==> config.mk <==
export PLATFORM = sky130hd
export DESIGN_NAME = compare_sched
export DESIGN_NICKNAME = d
export VERILOG_FILES = /design/src/rtl/compare_pkg.sv /design/src/rtl/compare_core.sv /design/src/rtl/compare_sched.sv
export SDC_FILE = /design/constraint.sdc
export NUM_CORES = 1
export LEC_CHECK = 0
export ABC_AREA = 1
export CAP_MARGIN = 10
export CORE_MARGIN = 8
export CORE_UTILIZATION = 41
export CTS_CLUSTER_DIAMETER = 40
export CTS_CLUSTER_SIZE = 16
export DETAILED_ROUTE_END_ITERATION = 7
export PLACE_DENSITY = 0.77
export SLEW_MARGIN = 20
export SYNTH_ARGS = -nofsm -noshare
export SYNTH_HDL_FRONTEND = slang
export SYNTH_SLANG_ARGS = --single-unit
==> constraint.sdc <==
create_clock -name clk -period 2.4 [get_ports clk]
set_clock_uncertainty 0.15 [all_clocks]
set_input_delay 0.6 -clock clk [delete_from_list [all_inputs] [get_ports clk]]
set_output_delay 0.6 -clock clk [all_outputs]
set_load 0.01 [all_outputs]
==> src/rtl/compare_pkg.sv <==
// Shared types for the compare scheduler: FSM state encoding and comparator flag bundle.
package compare_pkg;

  typedef enum logic [1:0] {
    IDLE = 2'd0,
    CMP  = 2'd1,
    RESP = 2'd2
  } state_t;

  typedef struct packed {
    logic xgy;
    logic xey;
    logic xly;
  } cmp_flags_t;

endpackage

==> src/rtl/compare_core.sv <==
// Purely combinational unsigned magnitude comparator shared by every requester.
module compare_core #(
  parameter int WIDTH = 8
) (
  input  logic [WIDTH-1:0] X,
  input  logic [WIDTH-1:0] Y,
  output logic             XGY,
  output logic             XEY,
  output logic             XLY
);

  assign XGY = (X > Y);
  assign XEY = (X == Y);
  assign XLY = (X < Y);

endmodule

==> src/rtl/compare_sched.sv <==
// Round-robin scheduler feeding one shared comparator; IDLE -> CMP -> RESP per request.
// Optional macro COMPARE_SCHED_STATS_EN adds a 16-bit wrapping handshake counter output cmp_count.
module compare_sched
  import compare_pkg::*;
#(
  parameter int WIDTH = 8,
  parameter int NREQ  = 4
) (
  input  logic                    clk,
  input  logic                    rst,
  input  logic [NREQ-1:0]         req_valid,
  input  logic [NREQ*WIDTH-1:0]   req_x,
  input  logic [NREQ*WIDTH-1:0]   req_y,
  output logic [NREQ-1:0]         req_ready,
  output logic                    rsp_valid,
  input  logic                    rsp_ready,
  output logic [$clog2(NREQ)-1:0] rsp_id,
  output logic                    rsp_xgy,
  output logic                    rsp_xey,
  output logic                    rsp_xly,
  output logic                    busy
`ifdef COMPARE_SCHED_STATS_EN
  ,
  output logic [15:0]             cmp_count
`endif
);

  localparam int IDW = $clog2(NREQ);

  state_t           state;
  logic [IDW-1:0]   rr_ptr;
  logic [IDW-1:0]   winner;
  logic             found;
  logic [IDW-1:0]   cap_id;
  logic [WIDTH-1:0] cap_x;
  logic [WIDTH-1:0] cap_y;
  cmp_flags_t       core_flags;
  cmp_flags_t       rsp_flags;
  logic             rsp_hs;

  // First requesting index at or above rr_ptr, wrapping at NREQ.
  always_comb begin : pick
    int idx;
    found  = 1'b0;
    winner = '0;
    idx    = 0;
    for (int k = 0; k < NREQ; k++) begin
      idx = int'(rr_ptr) + k;
      if (idx >= NREQ) idx = idx - NREQ;
      if (!found && req_valid[idx]) begin
        found  = 1'b1;
        winner = IDW'(idx);
      end
    end
  end

  always_comb begin
    req_ready = '0;
    if (state == IDLE && found && !rst) req_ready[winner] = 1'b1;
  end

  compare_core #(.WIDTH(WIDTH)) u_core (
    .X   (cap_x),
    .Y   (cap_y),
    .XGY (core_flags.xgy),
    .XEY (core_flags.xey),
    .XLY (core_flags.xly)
  );

  assign rsp_hs = rsp_valid && rsp_ready;

  always_ff @(posedge clk or posedge rst) begin
    if (rst) begin
      state     <= IDLE;
      rr_ptr    <= '0;
      cap_id    <= '0;
      cap_x     <= '0;
      cap_y     <= '0;
      rsp_valid <= 1'b0;
      rsp_id    <= '0;
      rsp_flags <= '0;
    end else begin
      case (state)
        IDLE: begin
          if (found) begin
            cap_id <= winner;
            cap_x  <= req_x[int'(winner)*WIDTH +: WIDTH];
            cap_y  <= req_y[int'(winner)*WIDTH +: WIDTH];
            state  <= CMP;
          end
        end
        CMP: begin
          rsp_flags <= core_flags;
          rsp_id    <= cap_id;
          rsp_valid <= 1'b1;
          state     <= RESP;
        end
        RESP: begin
          if (rsp_hs) begin
            rsp_valid <= 1'b0;
            rr_ptr    <= (rsp_id == IDW'(NREQ - 1)) ? '0 : rsp_id + 1'b1;
            state     <= IDLE;
          end
        end
        default: state <= IDLE;
      endcase
    end
  end

  assign rsp_xgy = rsp_flags.xgy;
  assign rsp_xey = rsp_flags.xey;
  assign rsp_xly = rsp_flags.xly;
  assign busy    = (state != IDLE);

`ifdef COMPARE_SCHED_STATS_EN
  always_ff @(posedge clk or posedge rst) begin
    if (rst) cmp_count <= 16'd0;
    else if (rsp_hs) cmp_count <= cmp_count + 16'd1;
  end
`endif

endmodule

==> flow_metrics.env <==
export IMPL_most_common_cell_after_layout_fill_and_taps_aside="nand2_1"
export IMPL_nNetsFinal=547
export IMPL_netlist_cell_type_count=24
export IMPL_drt_antenna_violating_nets=0
export IMPL_finalWeightedCongestion=0.884
export IMPL_num_io_pins=82
export IMPL_layout_filler_cells=486
export IMPL_pin_count_of_the_biggest_net_entering_global_routing=33
export IMPL_report_final_setup_viol=4
export IMPL_synth_cells=368
export IMPL_post_placement_cell_area_mm2=0.00331
export IMPL_static_power_due_to_leakage_nw=1.84
export IMPL_cp_launch_type="register"
export IMPL_final_cell_mix="nand2_1 (193), clkdlybuf4s50_1 (73), nand4_1 (33)"
export IMPL_edff_count_synth=0
export IMPL_area_of_the_multi_input_gates_mm2=0.00148
export IMPL_global_route_usage_total=0.170
export IMPL_wire_per_inst_um=13.7
export IMPL_outcome="finished, violations left"
export IMPL_antenna_found_initial=0
export IMPL_synth_yosys_seq_area_share=0.304
export IMPL_dp_slack_ns=-0.955
export IMPL_report_final_hold_viol_count=0
export IMPL_timing_slew_headroom=0.774
export IMPL_first_global_vias=2589
export IMPL_seq_area_um2=702
export IMPL_cp_cell_sequence="inv_6 > nand2_1 > nand2_1 > nand2_2 > nand2_2 > nor2_4 > nand4_1 > nand3_1 > buf_6 > inv_6 > nor3_4 > buf_2"
export IMPL_worst_path_arrival_ns=1.98
export IMPL_maxSlewViolCount=0
export IMPL_gr_total_overflow=0
export IMPL_cp_slowest_stage_delay_ns=0.46
export IMPL_simple_gate_area_share_of_the_yosys_netlist=0.499
export IMPL_routed_via_count=2685
export IMPL_syn_area_per_cell_um2=6.27
export IMPL_cts_hold_buffers=0
export IMPL_cellInternalPower_w=0.00251
export IMPL_routed_via_density=4.99
export IMPL_critPathKind="register to primary output"
export IMPL_cts_tree="yes"
export IMPL_postLayoutSetupSlackWorst_ns=-0.329
export IMPL_comb_power_share=0.787
export IMPL_root_buffer="clkbuf_8"
export IMPL_max_cap_viol_count=0
export IMPL_end_kind="primary output"
export IMPL_fraction_of_power_consumed_by_sequential_logic=0.159
export IMPL_p_switching_w=0.00287
export IMPL_overall_power_w=0.00538
export IMPL_ys_flop_type="dfrtp_1"
export IMPL_setup_repair_after_global_routing_missed_its_margin="true"
export IMPL_synth_mux_area_frac=0
export IMPL_synth_warning_count=0
export IMPL_area_of_the_mapped_netlist_mm2=0.00231
export IMPL_failed_checks="setup timing"
export IMPL_synth_xor_xnor_area_share=0
export IMPL_period_minus_slack_ns=2.73
export IMPL_drt_first_iter_violations=124
export IMPL_synth_top_family_by_area="simple AND/OR/NAND/NOR gates"
export IMPL_cp_data_required_time_ns=1.65
export IMPL_cts_max_level=1
export IMPL_layout_worst_path_cycle_share=1.14
export IMPL_p_sw_frac=0.534
export IMPL_dpl_hpwl_um=5400
export IMPL_num_antenna_cells=0
export IMPL_clk_pin_slew_worst_paths_ns=0.09
export IMPL_grt_first_pass_wirelength_um=11900
export IMPL_hold_class="register to register"
export IMPL_drive_above_1_share=0.178
export IMPL_fmax_mhz=366
export IMPL_irDropWorstVdd_mv=0.828
export IMPL_worst_path_buf_inv=4
export IMPL_dieWidth_um=91.0
export IMPL_clock_insertion_delay_worst_skew_ns=0.27
export IMPL_ys_ff_latch=28
export IMPL_std_cell_rows=27
export IMPL_vertical_extent_of_the_die_um=91.0
export IMPL_floorplan_initialDensity=0.421
export IMPL_clock_sink_count=28
export IMPL_worst_slew_pin_transition_ns=0.338
export IMPL_cp_top_family="simple AND/OR/NAND/NOR gates"
export IMPL_synthesized_netlist_net_count=448
export IMPL_synth_compound_gate_area_share=0.0440
export IMPL_die_area_mm2=0.00828
export IMPL_power_share_clock=0.054
export IMPL_pwr_density_cell_mw_per_mm2=1540
export IMPL_cts_made_buffers=3
export IMPL_remaining_drc_errors=0
export IMPL_synth_adder_area_share=0.0488
export IMPL_routed_wl_um=7390
export IMPL_detailedRoute_firstPassIterationCount=4
export IMPL_coreArea_mm2=0.00547
export IMPL_worst_path_max_fanout=9
export IMPL_port_buffers=81
export IMPL_cpMaxStageDelayCell="dfrtp_2"
export IMPL_finish_instance_area_mm2=0.00350
export IMPL_synth_async_reset_ratio=1.00
export IMPL_clock_tree_buffer_depth=2
export IMPL_syn_to_final_growth_pct=51.8
==> metal layers <==
metal	routed length, µm	GRT usage	vias up
li1	-	-	1374
met1	3350	0.218	1235
met2	3610	0.287	64
met3	282	0.0263	12
met4	142	0.0532	0
met5	0	0	-
==> sequential cells by signal, summed over array words and instances (netlist names) <==
name       count
rsp_xey        1
rsp_xgy        1
cap_x          8
state          2
rsp_xly        1
rsp_valid      1
rsp_id         2
rr_ptr         2
cap_id         2
cap_y          8
==> cells in the mapped netlist, types with 5 or more instances <==
library cell,n,area (µm²)
inv_2,5,18.8
inv_1,23,86.3
ha_1,9,113
o21ai_0,8,40.0
nor3_1,5,25.0
nand2_2,6,37.5
dfrtp_1,28,701
nand4_1,33,206
buf_2,12,60.1
nor2_1,6,22.5
nand2_1,204,766
nand3_1,6,30.0
==> through the flow <==
step	cells	setup TNS (ns)	util	hold WS, ns
2_1_floorplan	368	-0.0428	-	0.299
3_3_place_gp	525	-6.69	0.605	0.316
3_5_place_dp	525	-7.91	0.605	0.323
4_1_cts	535	-1.04	0.627	0.347
5_1_grt	538	-1.68	0.640	0.362
6_report	538	-1.22	0.640	0.343
==> power by group through the flow <==
| stage | sequential, W | clock, W | combinational, W |
|---|---|---|---|
| finish | 0.000857 | 0.000289 | 0.00423 |
| global route | 0.000880 | 0.000324 | 0.00472 |
| CTS | 0.000853 | 0.000297 | 0.00407 |
| detailed placement | 0.000867 | 0 | 0.00388 |
| global placement | 0.000860 | 0 | 0.00378 |
| floorplan | 0.000839 | 0 | 0.00285 |
==> worst register-to-register path: stages, from the launching register on <==
cell and delay [ns]:
dfrtp_2 0.46, inv_6 0.07, nand2_1 0.07, nand2_1 0.12
nand2_2 0.09, nand2_2 0.07, nor2_4 0.17, nand3_4 0.12
nand3_4 0.15, buf_4 0.14, buf_6 0.17, nand2_1 0.07
nand2_1 0.06, nand2_1 0.07, nand2_1 0.10, nand2_1 0.06
nand2_1 0.06
==> worst paths after layout <==
kind                       slack (ns)  startpoint            to  cells after the start
setup reg to reg                 0.13   rr_ptr[0]      cap_y[1]                     16
max in group asynchronous        1.17         rst     rr_ptr[0]                      3
hold reg to reg                  0.34    cap_y[2]      cap_y[2]                      2
hold / removal                   0.34    cap_y[2]      cap_y[2]                      2
min in group asynchronous        0.66         rst      cap_x[4]                      3
setup / recovery                -0.33   rr_ptr[0]  req_ready[2]                     12
==> cells by family (layout without fill, tap and decap cells) <==
kind of cell	count (synthesis)	in the layout
AND/OR/NAND/NOR	265	265
buffers and inverters	48	146
flip-flops	28	28
AO/OA/AOI/OAI	18	18
adder cells (fa/ha/maj)	9	9
==> layout make-up <==
type / instances / area share
Multi-Input combinational cell: 292 / 0.424
Timing Repair Buffer: 113 / 0.299
Sequential cell: 28 / 0.201
Inverter: 29 / 0.0357
Tap cell: 72 / 0.0257
Clock buffer: 4 / 0.0157
==> timing repair <==
| action | 4_1_cts | 5_1_grt |
|---|---|---|
| gates resized for setup | 43 | 12 |
| endpoints found under the setup margin | 5 | 4 |
| setup buffers | 6 | 3 |
| pin swaps | 13 | 11 |
(Power assumes the default switching activity.)
